$ cat config.mk
export PLATFORM = sky130hd
export DESIGN_NAME = alu_rr_sequencer
export DESIGN_NICKNAME = d
export VERILOG_FILES = /design/src/rtl/cpu_ctrl_pkg.sv /design/src/rtl/seq_wait_timer.sv /design/src/rtl/alu_rr_sequencer.sv
export SDC_FILE = /design/constraint.sdc
export NUM_CORES = 1
export LEC_CHECK = 0
export ABC_AREA = 1
export BUFFER_PORTS_ARGS = -buffer_cell sky130_fd_sc_hd__buf_2
export CORE_MARGIN = 5
export CORE_UTILIZATION = 48
export CTS_CLUSTER_DIAMETER = 100
export CTS_CLUSTER_SIZE = 30
export DETAILED_ROUTE_END_ITERATION = 8
export PLACE_DENSITY = 0.85
export SLEW_MARGIN = 20
export SYNTH_ARGS = -nofsm -noshare
export SYNTH_HDL_FRONTEND = slang
export SYNTH_SLANG_ARGS = --single-unit
$ cat constraint.sdc
create_clock -name Clock -period 1.4 [get_ports Clock]
set_input_delay 0.21 -clock Clock [delete_from_list [all_inputs] [get_ports Clock]]
set_output_delay 0.21 -clock Clock [all_outputs]
set_load 0.005 [all_outputs]
$ cat src/rtl/cpu_ctrl_pkg.sv
// Shared control definitions for the simple-CPU hardwired sequencers.
// Contents:
//   state_e        - sequencer state (IDLE, T0-T6, DONE, FAULT)
//   OP_*           - register-register ALU opcodes (IR[31:27])
//   FC_*           - fault_code values
//   is_alu_rr(op)  - 1 when op is a legal register-register ALU opcode
package cpu_ctrl_pkg;

    typedef enum logic [3:0] {
        S_IDLE,
        S_T0,
        S_T1,
        S_T2,
        S_T3,
        S_T4,
        S_T5,
        S_T6,
        S_DONE,
        S_FAULT
    } state_e;

    localparam logic [4:0] OP_ADD = 5'b00011;
    localparam logic [4:0] OP_SUB = 5'b00100;
    localparam logic [4:0] OP_AND = 5'b00101;
    localparam logic [4:0] OP_OR  = 5'b00110;
    localparam logic [4:0] OP_SHR = 5'b00111;
    localparam logic [4:0] OP_SHL = 5'b01000;
    localparam logic [4:0] OP_ROR = 5'b01001;
    localparam logic [4:0] OP_ROL = 5'b01010;
    localparam logic [4:0] OP_MUL = 5'b01111;
    localparam logic [4:0] OP_DIV = 5'b10000;

    localparam logic [1:0] FC_NONE    = 2'b00;
    localparam logic [1:0] FC_ILLEGAL = 2'b01;
    localparam logic [1:0] FC_TIMEOUT = 2'b10;

    function automatic logic is_alu_rr(input logic [4:0] op);
        logic r;
        case (op)
            OP_ADD, OP_SUB, OP_AND, OP_OR, OP_SHR,
            OP_SHL, OP_ROR, OP_ROL, OP_MUL, OP_DIV: r = 1'b1;
            default:                                r = 1'b0;
        endcase
        return r;
    endfunction

endpackage

$ cat src/rtl/seq_wait_timer.sv
// Memory wait-state counter for the fetch read phase.
// Ports:
//   Clock      in   clock, rising edge
//   clear      in   asynchronous active-high reset
//   i_clr      in   synchronous clear (priority over i_en)
//   i_en       in   count one wait cycle
//   o_zero     out  counter is 0 (first cycle of a read phase)
//   o_expired  out  counter has reached LIMIT (never when LIMIT=0)
module seq_wait_timer #(
    parameter int LIMIT = 15
) (
    input  logic Clock,
    input  logic clear,
    input  logic i_clr,
    input  logic i_en,
    output logic o_zero,
    output logic o_expired
);

    localparam int CW = (LIMIT > 0) ? $clog2(LIMIT + 1) : 1;
    localparam logic [CW-1:0] LIM = CW'(LIMIT);

    logic [CW-1:0] r_cnt;

    // Saturates at all-ones so a long wait can never wrap back to 0,
    // which would re-signal a "first" read cycle.
    always_ff @(posedge Clock or posedge clear) begin
        if (clear)
            r_cnt <= '0;
        else if (i_clr)
            r_cnt <= '0;
        else if (i_en && (r_cnt != {CW{1'b1}}))
            r_cnt <= r_cnt + 1'b1;
    end

    assign o_zero    = (r_cnt == '0);
    assign o_expired = (LIMIT > 0) && (r_cnt == LIM);

endmodule

$ cat src/rtl/alu_rr_sequencer.sv
// Hardwired control sequencer for one register-register ALU instruction.
// Fetch T0-T2 (with memory wait-states and timeout in T1), operands/ALU
// T3-T5, T6 for the HI half of MUL/DIV, then a DONE or FAULT pulse.
// Ports:
//   Clock, clear           clock / asynchronous active-high reset
//   start                  request an instruction (IDLE, or DONE if CONTINUOUS)
//   mem_ready              memory read data valid
//   ir_opcode              IR[31:27]
//   PCout..IRin            fetch strobes
//   GRA..LOin              execute strobes
//   alu_op                 ALU select, non-zero only in T4
//   busy, done, fault      status; fault_code valid with fault
module alu_rr_sequencer
    import cpu_ctrl_pkg::*;
#(
    parameter int OPCODE_W    = 5,
    parameter int MEM_TIMEOUT = 15,
    parameter bit CONTINUOUS  = 1'b0
) (
    input  logic                Clock,
    input  logic                clear,
    input  logic                start,
    input  logic                mem_ready,
    input  logic [OPCODE_W-1:0] ir_opcode,
    output logic                PCout,
    output logic                MARin,
    output logic                IncPC,
    output logic                PCin,
    output logic                Read,
    output logic                MDRin,
    output logic                MDRout,
    output logic                IRin,
    output logic                GRA,
    output logic                GRB,
    output logic                GRC,
    output logic                Rout,
    output logic                Rin,
    output logic                Yin,
    output logic                Zin,
    output logic                Zlowout,
    output logic                ZHighout,
    output logic                HIin,
    output logic                LOin,
    output logic [OPCODE_W-1:0] alu_op,
    output logic                busy,
    output logic                done,
    output logic                fault,
    output logic [1:0]          fault_code
);

    state_e              r_state, w_state_nxt;
    logic [OPCODE_W-1:0] r_op;
    logic [1:0]          r_fcode, w_fcode_nxt;
    logic                w_hi_zero, w_legal, w_muldiv;
    logic                w_t1_first, w_expired;

    // Opcodes wider than the 5-bit field are legal only with zero upper bits.
    generate
        if (OPCODE_W > 5) begin : g_wide
            assign w_hi_zero = ~|ir_opcode[OPCODE_W-1:5];
        end else begin : g_narrow
            assign w_hi_zero = 1'b1;
        end
    endgenerate

    assign w_legal  = w_hi_zero && is_alu_rr(ir_opcode[4:0]);
    assign w_muldiv = (r_op == OPCODE_W'(OP_MUL)) || (r_op == OPCODE_W'(OP_DIV));

    seq_wait_timer #(.LIMIT(MEM_TIMEOUT)) u_wait (
        .Clock     (Clock),
        .clear     (clear),
        .i_clr     ((r_state != S_T1) || mem_ready),
        .i_en      ((r_state == S_T1) && !mem_ready),
        .o_zero    (w_t1_first),
        .o_expired (w_expired)
    );

    always_ff @(posedge Clock or posedge clear) begin
        if (clear) begin
            r_state <= S_IDLE;
            r_op    <= '0;
            r_fcode <= FC_NONE;
        end else begin
            r_state <= w_state_nxt;
            r_fcode <= w_fcode_nxt;
            if (r_state == S_T3)
                r_op <= ir_opcode;
        end
    end

    // r_fcode is only loaded on entry to FAULT, so it is 0 everywhere else.
    always_comb begin
        w_state_nxt = r_state;
        w_fcode_nxt = FC_NONE;
        case (r_state)
            S_IDLE:  if (start) w_state_nxt = S_T0;
            S_T0:    w_state_nxt = S_T1;
            S_T1: begin
                if (mem_ready) begin
                    w_state_nxt = S_T2;
                end else if (w_expired) begin
                    w_state_nxt = S_FAULT;
                    w_fcode_nxt = FC_TIMEOUT;
                end
            end
            S_T2:    w_state_nxt = S_T3;
            S_T3: begin
                if (w_legal) begin
                    w_state_nxt = S_T4;
                end else begin
                    w_state_nxt = S_FAULT;
                    w_fcode_nxt = FC_ILLEGAL;
                end
            end
            S_T4:    w_state_nxt = S_T5;
            S_T5:    w_state_nxt = w_muldiv ? S_T6 : S_DONE;
            S_T6:    w_state_nxt = S_DONE;
            S_DONE:  w_state_nxt = (CONTINUOUS && start) ? S_T0 : S_IDLE;
            S_FAULT: w_state_nxt = S_IDLE;
            default: w_state_nxt = S_IDLE;
        endcase
    end

    always_comb begin
        PCout = 1'b0; MARin = 1'b0; IncPC = 1'b0; PCin = 1'b0;
        Read = 1'b0; MDRin = 1'b0; MDRout = 1'b0; IRin = 1'b0;
        GRA = 1'b0; GRB = 1'b0; GRC = 1'b0; Rout = 1'b0; Rin = 1'b0;
        Yin = 1'b0; Zin = 1'b0; Zlowout = 1'b0; ZHighout = 1'b0;
        HIin = 1'b0; LOin = 1'b0;
        alu_op = '0;
        busy = (r_state != S_IDLE);
        done = 1'b0;
        fault = 1'b0;
        fault_code = r_fcode;
        case (r_state)
            S_T0: begin PCout = 1'b1; MARin = 1'b1; IncPC = 1'b1; Zin = 1'b1; end
            S_T1: begin
                Zlowout = 1'b1; Read = 1'b1; MDRin = 1'b1;
                // PC reload only once; wait cycles must not re-latch it.
                PCin = w_t1_first;
            end
            S_T2: begin MDRout = 1'b1; IRin = 1'b1; end
            S_T3: begin GRB = 1'b1; Rout = 1'b1; Yin = 1'b1; end
            S_T4: begin GRC = 1'b1; Rout = 1'b1; Zin = 1'b1; alu_op = r_op; end
            S_T5: begin
                Zlowout = 1'b1;
                if (w_muldiv) LOin = 1'b1;
                else begin GRA = 1'b1; Rin = 1'b1; end
            end
            S_T6:    begin ZHighout = 1'b1; HIin = 1'b1; end
            S_DONE:  done = 1'b1;
            S_FAULT: fault = 1'b1;
            default: ;
        endcase
    end

endmodule

==> impl_metrics.prom <==
# TYPE chip_impl_metric gauge
chip_impl_metric{name="worst-endpoint-required",unit="ps"} 1190
chip_impl_metric{name="leakagePower",unit="nW"} 0.8827
chip_impl_info{name="setup.worst_path.end_class",value="primary output"} 1
chip_impl_metric{name="worst-path-max-fanout",unit=""} 4
chip_impl_metric{name="worst-slew-pin-transition",unit="ps"} 591.2
chip_impl_metric{name="antenna_left",unit=""} 0
chip_impl_metric{name="via_count_of_the_first_global_routing_pass",unit=""} 980
chip_impl_metric{name="synthToLayoutAreaGrowth",unit="%"} 48.81
chip_impl_metric{name="post-route-drc-count",unit=""} 0
chip_impl_metric{name="skew",unit="ps"} 0.9613
chip_impl_info{name="synth_flop_cell",value="dfrtp_1"} 1
chip_impl_metric{name="grt_overflow",unit=""} 0
chip_impl_info{name="hold-path-endpoint",value="r_op[4]$_DFFE_PP0P_"} 1
chip_impl_info{name="critical-path-slowest-cell",value="dfrtp_2"} 1
chip_impl_info{name="min_from",value="ir_opcode[4]"} 1
chip_impl_info{name="crit-reg2reg-launch",value="r_state[0]$_DFFE_PP0P_"} 1
chip_impl_metric{name="timing.final.crit_share",unit="%"} 116.8
chip_impl_metric{name="first_iter_violations",unit=""} 21
chip_impl_metric{name="setup.reg_to_reg.worst_slack",unit="ps"} -100
chip_impl_metric{name="critical_path_buf_inv_count",unit=""} 3
chip_impl_info{name="failed_checks",value="setup timing"} 1
chip_impl_metric{name="dpl.hpwl",unit="mm"} 1.840
chip_impl_metric{name="synthesis.nets",unit=""} 151
chip_impl_metric{name="timing.critical_path.depth",unit=""} 6
chip_impl_info{name="commonest_cells_in_the_synthesized_netlist",value="31 x inv_1, 30 x nand2_1, 15 x dfrtp_1, 13 x nor2_1, 8 x nand3_1"} 1
chip_impl_metric{name="slew_violations",unit=""} 0
chip_impl_metric{name="synthesis.area",unit="µm²"} 997.2
chip_impl_metric{name="route.vias.total",unit=""} 1091
chip_impl_metric{name="grt_first_pass_wirelength",unit="mm"} 4.257
chip_impl_metric{name="detail_routed_via_count_per_cell",unit=""} 4.982
chip_impl_metric{name="cp_slowest_stage_delay",unit="ps"} 450
chip_impl_info{name="hold_path.class",value="in -> reg"} 1
chip_impl_info{name="timing.rr.end",value="r_state[3]$_DFFE_PP0P_"} 1
chip_impl_metric{name="finalWorstPathRequiredPeriod",unit="ps"} 1636
chip_impl_metric{name="cap_viol_max_count",unit=""} 0
chip_impl_info{name="timing.critical_path.cells",value="buf_6, nand2_2, nor2_2, nand3_1, inv_1, buf_2"} 1
chip_impl_metric{name="grt_usage",unit="%"} 17.84
chip_impl_metric{name="std_cell_rows",unit=""} 16
chip_impl_metric{name="postSynthRegisterBits",unit=""} 15
chip_impl_info{name="run_status",value="complete, but fails checks"} 1
chip_impl_metric{name="timing_hold_violations_final",unit=""} 0
chip_impl_info{name="timing.critical_path.max_delay_family",value="flip-flops"} 1
chip_impl_metric{name="cts-buffers-inserted",unit=""} 3
chip_impl_metric{name="post_synth_inst_count",unit=""} 140
chip_impl_metric{name="post-route-worst-setup-slack",unit="ps"} -235.7
chip_impl_metric{name="seq_area_frac_synth",unit="%"} 37.64
chip_impl_metric{name="core_area",unit="mm²"} 0.001962
chip_impl_metric{name="grt_start_max_net_pins",unit=""} 16
chip_impl_info{name="worst-setup-path-type",value="reg -> out"} 1
chip_impl_metric{name="cts.htree.levels",unit=""} 1
chip_impl_metric{name="fp.dieW",unit="µm"} 55.58
chip_impl_metric{name="initial_utilization",unit="%"} 50.83
chip_impl_metric{name="die_h",unit="µm"} 55.58
chip_impl_metric{name="total_power",unit="mW"} 2.977
chip_impl_metric{name="synth-edff-count",unit=""} 0
chip_impl_metric{name="postSynthAreaPerCell",unit="µm²"} 7.123
chip_impl_metric{name="cellPowerDensity",unit="mW/mm²"} 2006
chip_impl_info{name="post_synth_main_area_contributors",value="dfrtp_1 38%, inv_1 12%, nand2_1 11%, buf_4 5.3%, nor2_1 4.9%"} 1
chip_impl_metric{name="clock_path_buffers",unit=""} 2
chip_impl_metric{name="routed_wl",unit="mm"} 3.139
chip_impl_metric{name="worst_ir_drop_vdd",unit="mV"} 1.280
chip_impl_metric{name="numPortBuffers",unit=""} 37
chip_impl_metric{name="timing.fmax",unit="MHz"} 611.3
chip_impl_metric{name="antenna_found_initial",unit=""} 0
chip_impl_metric{name="io_pins",unit=""} 38
chip_impl_metric{name="synth-async-reset-ratio",unit="%"} 100.0
chip_impl_metric{name="fin_setup_tns",unit="ps"} -3847
chip_impl_info{name="clockRootBuffer",value="clkbuf_4"} 1
chip_impl_metric{name="yosys_warnings",unit=""} 0
chip_impl_metric{name="final_report_setup_violation_count",unit=""} 29
chip_impl_metric{name="post_synth_num_cell_types",unit=""} 24
chip_impl_info{name="timing.critical_path.from_type",value="register"} 1
chip_impl_metric{name="worst_hold_path.num_cells",unit=""} 3
chip_impl_info{name="cts_tree",value="yes"} 1
chip_impl_info{name="synth_largest_area_cell",value="dfrtp_1"} 1
chip_impl_metric{name="post-synth-top-area-fraction",unit="%"} 37.64
chip_impl_metric{name="finalCoreUtilization",unit="%"} 75.64
chip_impl_metric{name="timing.slew.headroom",unit="%"} 60.54
chip_impl_metric{name="drive_above_1_share",unit="%"} 52.60
chip_impl_metric{name="worst-endpoint-arrival",unit="ps"} 1430
chip_impl_metric{name="gp_congestion",unit=""} 1.036
chip_impl_info{name="rsz0062_at_grt",value="true"} 1
chip_impl_info{name="yosysMostFrequentCell",value="inv_1"} 1
chip_impl_metric{name="floorplan_die_area",unit="mm²"} 0.003089
chip_impl_info{name="worst_setup_path_startpoint",value="r_state[1]$_DFFE_PP0P_"} 1
chip_impl_metric{name="clk-insertion-delay-late",unit="ps"} 290
chip_impl_metric{name="detailed_routing_iteration_count_for_the_pre_antenna_repair_pass",unit=""} 6
chip_impl_metric{name="clock_sink_count",unit=""} 15
chip_impl_metric{name="ff2ff_path_depth",unit=""} 11
chip_impl_metric{name="clock_transition_at_the_registers_of_the_reported_paths",unit="ps"} 90
chip_impl_metric{name="antennaDiodeCount",unit=""} 0
chip_impl_metric{name="wl_per_cell",unit="µm"} 14.33
chip_impl_metric{name="finalNetCount",unit=""} 204
-- area by class of cell --
class	instances	area, µm²
clock buffer	4	26.28
fill	145	478.0
inverter	35	141.4
multi-input combinational	82	511.7
sequential	15	380.4
tap	27	33.78
timing repair buffer	56	390.4
-- cell families (layout without fill, tap and decap cells) --
group | Yosys count | count (layout) | share of synthesized area [%]
and+or+nand+nor | 64 | 64 | 30.36
buffers and inverters | 43 | 95 | 19.57
DFF | 15 | 15 | 37.64
AOI/OAI and AO/OA | 14 | 14 | 8.156
adders and majority gates | 2 | 2 | 2.509
xor gates and xnor gates | 2 | 2 | 1.757
-- report_power, final --
part | leakage (nW) | switching [mW] | internal (mW)
logic | 0.677 | 1.01 | 0.925
registers | 0.191 | 0.206 | 0.586
clock network | 0.0150 | 0.140 | 0.111
-- flip-flops by register name (all words and copies together) (netlist names) --
name,cells
r_op,5
r_state,4
fault_code,2
u_wait.r_cnt,4
-- per-layer routing --
metal  part of all wire, %  up-vias  track usage [%]
met1                    33      499            17.10
met3                   6.6       16            5.800
met2                    56       56            32.26
met5                     0        -                0
met4                   4.8        0            11.46
li1                      -      520                -
-- worst register-to-register path: stages (launching register included) --
cell	delay [ps]
dfrtp_2	450
buf_12	140
nor2_4	100
buf_6	100
buf_6	80
buf_6	90
nand3_4	120
nand2_2	100
inv_1	40
nand2_1	60
inv_2	40
a21oi_2	120
-- metrics by stage --
step,cell area (µm²),setup slack (ps),std cells,hold WS (ps)
2_1_floorplan,997.2,49.88,140,111.5
3_3_place_gp,1167,45.65,198,281.8
3_5_place_dp,1167,-1.661,198,295.5
4_1_cts,1325,-176.5,212,194.5
5_1_grt,1484,-289.7,219,211.1
6_report,1484,-235.7,219,189.5
-- worst max-delay path by stage --
| stage | end |
|---|---|
| after floorplan | MARin |
| after global placement | IncPC |
| after detailed placement | MARin |
| after CTS | PCin |
| after global routing | GRA |
| final | Rin |
-- placed cells by master, fill, tap and decap left out, drive strengths merged --
cell type and n:
a21oi 4, buf 55, clkbuf 4, dfrtp 15, dlygate4sd3 1, ha 2
inv 35, nand2 33, nand3 9, nand4 1, nor2 18, nor3 1
nor4 2, o2111ai 1, o21ai 9, xnor2 1, xor2 1
-- timing repair --
action | 4_1_cts | 5_1_grt
hold endpoints to repair | 15 | 0
setup buffers | 9 | 9
hold buffers | 1 | 0
resized for setup | 17 | 32
setup endpoints to repair | 25 | 32
pin swaps | 4 | 12
gates cloned | 0 | 0
(Power assumes the default switching activity.)
